<file path="src/rtl/me_pkg.sv">
// me_pkg -- shared definitions for the motion-vector collector.
//   Field widths, result-entry layout (as a packed struct plus explicit bit
//   offsets), FSM state encodings and the unsigned-to-signed MV mapping.
package me_pkg;

  localparam int MV_W    = 5;   // motion-vector component width
  localparam int SAD_W   = 14;  // per-block minimum SAD width
  localparam int FSAD_W  = 21;  // per-frame SAD accumulator width
  localparam int BIDX_W  = 7;   // block index width (up to 128 blocks)

  localparam int ENTRY_W = BIDX_W + 2 * MV_W + SAD_W;  // 31

  // Bit offsets of each field inside a result entry.
  localparam int SAD_LSB  = 0;
  localparam int MVY_LSB  = SAD_LSB + SAD_W;   // 14
  localparam int MVX_LSB  = MVY_LSB + MV_W;    // 19
  localparam int BIDX_LSB = MVX_LSB + MV_W;    // 24

  typedef enum logic [1:0] {
    ST_IDLE    = 2'd0,
    ST_COLLECT = 2'd1,
    ST_DRAIN   = 2'd2,
    ST_DONE    = 2'd3
  } state_e;

  // Declaration order matches the offsets above (MSB first).
  typedef struct packed {
    logic [BIDX_W-1:0] blk_idx;
    logic [MV_W-1:0]   mv_x;
    logic [MV_W-1:0]   mv_y;
    logic [SAD_W-1:0]  sad;
  } mv_entry_t;

  // Search-window position 0..31 becomes a two's-complement offset -16..+15:
  // subtracting 16 from a 5-bit value is the same as flipping its MSB.
  function automatic logic [MV_W-1:0] to_signed_mv(input logic [MV_W-1:0] pos);
    return {~pos[MV_W-1], pos[MV_W-2:0]};
  endfunction

endpackage

</file>
<file path="src/rtl/mv_fifo.sv">
// mv_fifo -- synchronous first-word fall-through FIFO.
//   clk, rst     : clock, synchronous active-high reset (empties the FIFO)
//   push_i/data_i: write request and data; accepted when not full, or when
//                  full but a pop happens in the same cycle
//   pop_i        : read request; ignored while empty
//   data_o       : head entry, valid whenever valid_o=1
//   valid_o      : FIFO not empty
//   full_o       : FIFO holds DEPTH entries
module mv_fifo #(
  parameter int DEPTH = 8,   // power of two, at least 2
  parameter int WIDTH = 31
) (
  input  logic             clk,
  input  logic             rst,
  input  logic             push_i,
  input  logic [WIDTH-1:0] data_i,
  input  logic             pop_i,
  output logic [WIDTH-1:0] data_o,
  output logic             valid_o,
  output logic             full_o
);

  localparam int AW = $clog2(DEPTH);

  // Pointers carry one extra wrap bit: equal pointers mean empty, pointers
  // differing only in the wrap bit mean full.
  logic [AW:0]      wptr_q, wptr_d;
  logic [AW:0]      rptr_q, rptr_d;
  logic [WIDTH-1:0] mem_q [DEPTH];

  logic empty;
  logic do_pop;
  logic do_push;

  always_comb begin
    empty   = (wptr_q == rptr_q);
    full_o  = (wptr_q[AW] != rptr_q[AW]) && (wptr_q[AW-1:0] == rptr_q[AW-1:0]);
    do_pop  = pop_i && !empty;
    // A full FIFO still takes a write when a slot frees in the same cycle.
    do_push = push_i && (!full_o || do_pop);
    wptr_d  = wptr_q + (AW + 1)'(do_push);
    rptr_d  = rptr_q + (AW + 1)'(do_pop);
    valid_o = !empty;
    data_o  = mem_q[rptr_q[AW-1:0]];
  end

  // NOTE: sequential state uses non-blocking assignments so every flop samples
  // the pre-edge values of its inputs, independent of block ordering.
  always_ff @(posedge clk) begin
    if (rst) begin
      wptr_q <= '0;
      rptr_q <= '0;
    end else begin
      wptr_q <= wptr_d;
      rptr_q <= rptr_d;
    end
  end

  // NOTE: the storage array is deliberately not reset; occupancy is defined
  // solely by the pointers, so stale contents are never observable.
  always_ff @(posedge clk) begin
    if (do_push) begin
      mem_q[wptr_q[AW-1:0]] <= data_i;
    end
  end

endmodule

</file>
<file path="src/rtl/mv_collector.sv">
// mv_collector -- gathers per-macroblock motion-estimation results for one
// frame into a FIFO of tagged motion vectors and accumulates the frame SAD.
//   clk, rst        : clock, synchronous active-high reset
//   en_i            : frame-start pulse (honoured only in IDLE)
//   data_valid      : one strobe per macroblock result (honoured only in COLLECT)
//   MSAD            : block minimum SAD
//   MSAD_column/row : best search position 0..31
//   mv_valid_o      : FIFO head valid
//   mv_ready_i      : consumer accepts the head
//   mv_data_o       : {blk_idx, mv_x, mv_y, sad}
//   frame_sad_o     : running MSAD sum for the current frame
//   frame_done_o    : one-cycle pulse once the frame has fully drained
//   overflow_o      : sticky, set when a result is dropped on a full FIFO
module mv_collector
  import me_pkg::*;
#(
  parameter int DEPTH            = 8,
  parameter int BLOCKS_PER_FRAME = 99
) (
  input  logic                clk,
  input  logic                rst,
  input  logic                en_i,
  input  logic                data_valid,
  input  logic [SAD_W-1:0]    MSAD,
  input  logic [MV_W-1:0]     MSAD_column,
  input  logic [MV_W-1:0]     MSAD_row,
  output logic                mv_valid_o,
  input  logic                mv_ready_i,
  output logic [ENTRY_W-1:0]  mv_data_o,
  output logic [FSAD_W-1:0]   frame_sad_o,
  output logic                frame_done_o,
  output logic                overflow_o
);

  localparam logic [BIDX_W-1:0] LAST_BLK = BIDX_W'(BLOCKS_PER_FRAME - 1);

  state_e              state_q, state_d;
  logic [BIDX_W-1:0]   cnt_q, cnt_d;
  logic [FSAD_W-1:0]   fsad_q, fsad_d;
  logic                ovf_q, ovf_d;

  logic                capture;
  logic                pop;
  logic                fifo_valid;
  logic                fifo_full;
  mv_entry_t           entry;

  // NOTE: every always_comb output gets a default first, so no path through
  // the case statement can leave a value held and infer a latch.
  always_comb begin
    capture       = (state_q == ST_COLLECT) && data_valid;
    pop           = fifo_valid && mv_ready_i;

    entry.blk_idx = cnt_q;
    entry.mv_x    = to_signed_mv(MSAD_column);
    entry.mv_y    = to_signed_mv(MSAD_row);
    entry.sad     = MSAD;

    state_d = state_q;
    cnt_d   = cnt_q;
    fsad_d  = fsad_q;
    ovf_d   = ovf_q;

    unique case (state_q)
      ST_IDLE: begin
        if (en_i) begin
          state_d = ST_COLLECT;
          cnt_d   = '0;
          fsad_d  = '0;
          ovf_d   = 1'b0;
        end
      end
      ST_COLLECT: begin
        if (data_valid) begin
          // Counter and frame SAD advance even if the entry gets dropped.
          cnt_d  = cnt_q + 1'b1;
          fsad_d = fsad_q + FSAD_W'(MSAD);
          if (fifo_full && !pop) ovf_d = 1'b1;
          if (cnt_q == LAST_BLK) state_d = ST_DRAIN;
        end
      end
      ST_DRAIN: begin
        if (!fifo_valid) state_d = ST_DONE;
      end
      ST_DONE: begin
        state_d = ST_IDLE;
      end
      default: state_d = ST_IDLE;
    endcase
  end

  always_ff @(posedge clk) begin
    if (rst) begin
      state_q <= ST_IDLE;
      cnt_q   <= '0;
      fsad_q  <= '0;
      ovf_q   <= 1'b0;
    end else begin
      state_q <= state_d;
      cnt_q   <= cnt_d;
      fsad_q  <= fsad_d;
      ovf_q   <= ovf_d;
    end
  end

  // The FIFO itself decides whether a push on a full queue is accepted
  // (only alongside a pop); the overflow flag above mirrors that rule.
  mv_fifo #(
    .DEPTH (DEPTH),
    .WIDTH (ENTRY_W)
  ) u_fifo (
    .clk     (clk),
    .rst     (rst),
    .push_i  (capture),
    .data_i  (entry),
    .pop_i   (mv_ready_i),
    .data_o  (mv_data_o),
    .valid_o (fifo_valid),
    .full_o  (fifo_full)
  );

  assign mv_valid_o   = fifo_valid;
  assign frame_sad_o  = fsad_q;
  assign frame_done_o = (state_q == ST_DONE);
  assign overflow_o   = ovf_q;

endmodule
</file>
<file path="config.mk">
export PLATFORM = sky130hd
export DESIGN_NAME = mv_collector
export DESIGN_NICKNAME = d
export VERILOG_FILES = /design/src/rtl/me_pkg.sv /design/src/rtl/mv_fifo.sv /design/src/rtl/mv_collector.sv
export SDC_FILE = /design/constraint.sdc
export NUM_CORES = 1
export LEC_CHECK = 0
export ABC_AREA = 1
export CORE_UTILIZATION = 40
export CTS_CLUSTER_DIAMETER = 40
export CTS_CLUSTER_SIZE = 28
export DETAILED_ROUTE_END_ITERATION = 10
export PLACE_DENSITY_LB_ADDON = 0.1
export REMOVE_ABC_BUFFERS = 1
export SYNTH_ARGS = -nofsm -noshare
export SYNTH_HDL_FRONTEND = slang
export SYNTH_SLANG_ARGS = --single-unit
</file>
<file path="constraint.sdc">
create_clock -name clk -period 3.1 [get_ports clk]
set_clock_uncertainty 0.05 [all_clocks]
set_input_delay 0.465 -clock clk [delete_from_list [all_inputs] [get_ports clk]]
set_output_delay 0.465 -clock clk [all_outputs]
set_load 0.005 [all_outputs]
</file>
-- After elaboration in Yosys (flattened, before gate mapping)
Memory sizes are Yosys's and may differ from the RTL's. A register that Yosys moved wholly into a read port is not among the register bits.
Cells that the tools add are included.
- add/sub/neg operators: 4
- equal/unequal tests: 12
- muxes and demuxes: 18
- bitwise gates (word level): 2
- reduce and logical (&&, ||, !) cells: 14
- operators with widths (kind ; number):
    2-to-1 mux 21 bit ; 2
    one-hot mux 21 bit (2 select lines) ; 1
    adder 21 x 14 -> 21 bit ; 1
    2-to-1 mux 7 bit ; 2
    one-hot mux 7 bit (2 select lines) ; 1
    adder 4 x 1 -> 4 bit ; 2
    2-to-1 mux 2 bit ; 4
    one-hot mux 2 bit (4 select lines) ; 1
    AND reduction 4 bit ; 2
    adder 7 x 1 -> 7 bit, second input constant ; 1
    == test 7 bit, second input constant ; 1
    inequality test 2 x 1 -> 1 bit, second input constant ; 3
    logical AND 1 bit ; 5
    2-to-1 mux 1 bit ; 5
    == test 2 bit, second input constant ; 2
    == test 4 bit ; 1
    inequality test 2 bit, second input constant ; 2
    == test 3 bit ; 1
    zero test 1 bit ; 3
    2-to-1 mux 3 bit ; 1
    AND reduction 3 bit ; 1
    == test 2 x 1 -> 1 bit, second input constant ; 1
    zero test 2 bit ; 1
    NOT 1 bit ; 2
    other kinds (4) ; 4
- flip-flop bits (word level): 39
- memory bits (writable): 248
- input port bits: 29
- output and inout port bits: 55
- word-level logic and storage cells: 57
- memories kept: 1
- memories (memory ; words ; bits a word ; rd ports ; clocked after memory_dff ; wr ports ; line ; source):
    u_fifo.mem_q ; 8 ; 31 ; 1 ; 1 ; 1 ; mv_fifo.sv:29 ; logic [WIDTH-1:0] mem_q [DEPTH];

-- Logic depth before layout (Yosys ltp)
Gate-level depths: netlist of run 1.
- depth after elaboration: 8
- gate-level depth with buffers: 12
- gate-level depth less buffers: 12

-- Hierarchy
A second synthesis of run 1 with hierarchy kept.
- cells, all modules: 1141
- area, all modules: 12460.7 sq um
- by module, submodules not included (module ; instances ; cells each ; area each (sq um) ; seq. area each (sq um)):
    mv_fifo ; 1 ; 772 ; 10151.0 ; 7607.3
    mv_collector ; 1 ; 369 ; 2309.7 ; 620.6

-- Worst setup path after synthesis of run 1
Ideal clock, no wire load.
- path type: reg2reg
- start point: register state_q[1]
- end point: memory u_fifo.mem_q[0][0], enable pin
- library setup time: 0.419 ns
- data arrival time: 2.333 ns
- path slack: 0.298 ns
- stages on the path, launching flop included: 7
- buffers on the path: 0
- clock period less this slack: 2.802 ns
- path through: dfxtp_1 > inv_1 > ha_1 > nand2_1 > nor2_1 > nand2_1 > nor2_1
- cells in the longest elaborated chain, start to end: 5
- ends and longest elaborated chain (element ; line ; source):
    start, declared ; mv_collector.sv:37 ; state_e state_q, state_d;
    start signal, assigned ; mv_collector.sv:99 ; state_q <= state_d;
    == test 2 x 1 -> 1 bit ; mv_collector.sv:51 ; capture = (state_q == ST_COLLECT) && data_valid;
    logical AND 1 bit ; mv_collector.sv:51 ;
    logical AND 1 bit ; mv_fifo.sv:40 ; do_push = push_i && (!full_o || do_pop);
    2-to-1 mux 1 bit ; mv_fifo.sv:62 ; if (do_push) begin
    2-to-1 mux 1 bit (implied by the code) ; mv_fifo.sv:63 ; mem_q[wptr_q[AW-1:0]] <= data_i;
    end, declared ; mv_fifo.sv:29 ;
No other way between the ends.

==> results of run 1 <==
stage by stage:
step	cells	setup WS (ns)	TNS (ns)
3_5_place_dp	1585	0.3356	0
5_1_grt	1659	0.007367	0
4_1_cts	1659	0.03219	0
2_1_floorplan	1075	-1.973	-441.77
3_3_place_gp	1585	0.3517	0
6_report	1659	0.1371	0
worst max-delay path: stages (launching register included):
cell and delay [ns]:
dfxtp_4 0.40, buf_12 0.22, buf_12 0.21, o21ai_1 0.09
o22ai_1 0.18, nor2_1 0.05, a31oi_1 0.23, clkdlybuf4s50_1 0.55
what timing repair did:
item                                    CTS  global route
gates resized for setup                   1             6
pin swaps                                 0             0
buffers inserted                          1             0
endpoints found under the setup margin   10             8
final timing paths:
kind / from / to / slack, ns / depth (start not counted)
setup reg to reg: u_fifo.rptr_q[0] / u_fifo.mem_q[2][20] / 0.53 / 7
hold / removal: overflow_o / overflow_o / 0.41 / 2
setup / recovery: u_fifo.rptr_q[0] / mv_data_o[24] / 0.14 / 7
hold reg to reg: overflow_o / overflow_o / 0.41 / 2
kinds of logic (layout without fill, tap and decap cells):
family,Yosys count,after routing
AND/OR/NAND/NOR,450,450
flip-flops,287,287
AO/OA/AOI/OAI,245,245
buffers and inverters,112,254
adder cells (fa/ha/maj),26,26
XOR/XNOR,7,7
state kept, by name, summed over array words and instances (netlist names):
register,flops
frame_sad_o,21
cnt_q,7
overflow_o,1
u_fifo.rptr_q,4
state_q,2
u_fifo.mem_q,248
u_fifo.wptr_q,4
cell type report:
| type | count | area (um^2) |
|---|---|---|
| clock buffers | 45 | 1041 |
| clock inverters | 28 | 276.5 |
| fillers | 2727 | 14740 |
| inverters | 60 | 234.0 |
| multi-input cells | 728 | 3613 |
| flip-flops and latches | 287 | 8233 |
| well taps | 390 | 488.0 |
| repair buffers | 121 | 1251 |
synth_stat cells, types with 2 or more instances:
library cell | instances | share of area
a21oi_1 | 42 | 0.017
a31oi_1 | 31 | 0.016
and2_1 | 2 | 0.0010
buf_1 | 7 | 0.0021
buf_2 | 20 | 0.0082
clkbuf_1 | 23 | 0.0071
dfxtp_1 | 39 | 0.064
edfxtp_1 | 248 | 0.61
ha_1 | 25 | 0.026
inv_1 | 55 | 0.017
inv_2 | 2 | 0.00061
nand2_1 | 125 | 0.038
nand3_1 | 32 | 0.013
nand3b_1 | 3 | 0.0018
nand4_1 | 7 | 0.0036
nor2_1 | 264 | 0.081
nor2_4 | 2 | 0.0018
nor3_1 | 7 | 0.0029
o21a_1 | 2 | 0.0012
o21ai_0 | 127 | 0.052
o21ai_1 | 6 | 0.0025
o21ai_4 | 2 | 0.0027
o22ai_1 | 31 | 0.016
or2_2 | 5 | 0.0026
xnor2_1 | 3 | 0.0021
xor2_1 | 4 | 0.0029
per-layer routing:
layer / vias to the layer above / part of all wire / wire [um]
met5: - / 0 / 0
met4: 0 / 0.015 / 457
met3: 38 / 0.038 / 1125
met2: 159 / 0.49 / 14460
met1: 4089 / 0.46 / 13580
li1: 4191 / - / -
power by group:
| part | internal (mW) | switching (mW) |
|---|---|---|
| logic | 1.03 | 1.46 |
| registers | 4.35 | 0.100 |
| clock network | 2.71 | 1.72 |
| total | 8.10 | 3.28 |
==> results.py, run 1 <==
metrics = {
    "die": {
        "dieWidth_um": 176.9,
        "floorplan.initialDensity": 0.4097,
        "io_pins": 84,
        "core_area_um2": 29870,
        "row_count": 63,
        "die-height_um": 176.9,
        "dieArea_um2": 31300,
    },
    "synthesis": {
        "postSynth.topFlopCell": "edfxtp_1",
        "ys_ff_latch": 287,
        "main_combinational_cell_family_by_area_after_synthesis": "simple AND/OR/NAND/NOR gates",
        "synth_compound_area_frac": 0.1097,
        "synth_simple_gate_area_frac": 0.1479,
        "netlist_instances": 1127,
        "postSynth.asyncResetShare": 0,
        "synth_fa_ha_area_frac": 0.02719,
        "yosysSeqAreaShare": 0.6722,
        "post_synth_mux_area_share": 0,
        "synth_xor_xnor_area_share": 0.005009,
        "mappedNetlistArea_um2": 12240,
        "synth_edf_count": 248,
        "avgSynthCellArea_um2": 10.86,
        "yosysUniqueCellTypes": 39,
        "yosysWarnings": 0,
    },
    "routing": {
        "vias_per_cell": 5.110,
        "drc": 0,
        "dr.pass1.iters": 5,
        "antenna_violating_nets_left": 0,
        "totalWireLength_um": 29620,
        "num_vias": 8477,
        "post_drt_wl_per_cell_um": 17.86,
        "drt_iter0_markers": 555,
    },
    "worst_setup_path": {
        "worstSetupStartpointType": "flip-flop",
        "timing.critical_path.to_type": "output port",
        "crit_required_ns": 2.58,
        "timing.critical_path.arrival_ns": 2.45,
        "worstSetupPathType": "reg -> out",
        "crit_path_max_fo": 37,
    },
    "placement": {
        "place_congestion": 0.8189,
        "placed_area_um2": 13780,
        "dp.final_hpwl_um": 17930,
        "place.port_buffers": 83,
    },
    "grt": {
        "antenna_found_initial": 0,
        "track_usage": 0.1933,
        "first_global_vias": 8351,
        "grt.busiest_layer": "met2",
        "global_route_wire_length_before_repair_um": 46510,
        "total_global_routing_overflow": 0,
        "grt.met3_usage": 0.02942,
        "met2_usage": 0.3250,
        "global_route.usage.met1": 0.2600,
        "grt_max_degree": 63,
    },
    "clock_network": {
        "ctsRootBufferMaster": "clkbuf_16",
        "tritoncts.num_buffers": 40,
        "cts_max_level": 2,
        "tritoncts_num_sinks": 287,
        "clk_latency_ns": 0.52,
        "hold_buf_count_cts": 0,
        "tritoncts": "built",
        "cts.reportedPaths.clkPinSlew_ns": 0.05,
        "cts_max_path_buffers": 3,
    },
    "power_and_ir_drop": {
        "leakage_nw": 5.351,
        "vdd_ir_drop_max_uv": 408.5,
        "powerDensity_nw_per_um2": 751.6,
        "p_total_mw": 11.38,
    },
    "sta": {
        "layout_min_cycle_time_ns": 2.963,
        "slew_viol_final": 0,
        "hold_ws_ns": 0.4051,
        "timing.final.crit_share": 0.9558,
        "max_clock_freq_mhz": 337.5,
        "rsz_0062_raised_after_global_routing": "false",
        "setup_violations": 0,
        "slew_headroom": 0.6115,
        "final_hold_viol_count": 0,
        "max_slew.worst_pin.slew_ns": 0.5809,
    },
    "run": {
        "drv.max_cap_violation_count": 0,
    },
    "hold_path": {
        "min-delay-path-class": "reg -> reg",
    },
    "cells_and_area": {
        "areaGrowthSynthToFinish_pct": 23.66,
        "final_nets": 1293,
        "postLayoutCellArea_um2": 15140,
        "postLayoutCoreUtil": 0.5067,
        "mostFrequentLayoutCell": "nor2_1",
        "n_antenna_cell": 0,
        "drive_gt1_frac": 0.1017,
        "layout_common_cells": "nor2_1, edfxtp_1, o21ai_0",
    },
    "status": {
        "run_status": "finished, final reports clean",
    },
}
(Power assumes the default switching activity.)
==> run 2: changes to the inputs <==
--- a/config.mk
+++ b/config.mk
@@ -6,10 +6,12 @@
 export NUM_CORES = 1
 export LEC_CHECK = 0
 export ABC_AREA = 1
+export CAP_MARGIN = 20
 export CORE_UTILIZATION = 40
 export CTS_CLUSTER_DIAMETER = 40
-export CTS_CLUSTER_SIZE = 28
+export CTS_CLUSTER_SIZE = 14
 export DETAILED_ROUTE_END_ITERATION = 10
+export GPL_ROUTABILITY_DRIVEN = 1
 export PLACE_DENSITY_LB_ADDON = 0.1
 export REMOVE_ABC_BUFFERS = 1
 export SYNTH_ARGS = -nofsm -noshare
==> results of run 2 <==
Same layout as run 1: the final DEF is identical, and so are final timing and power.
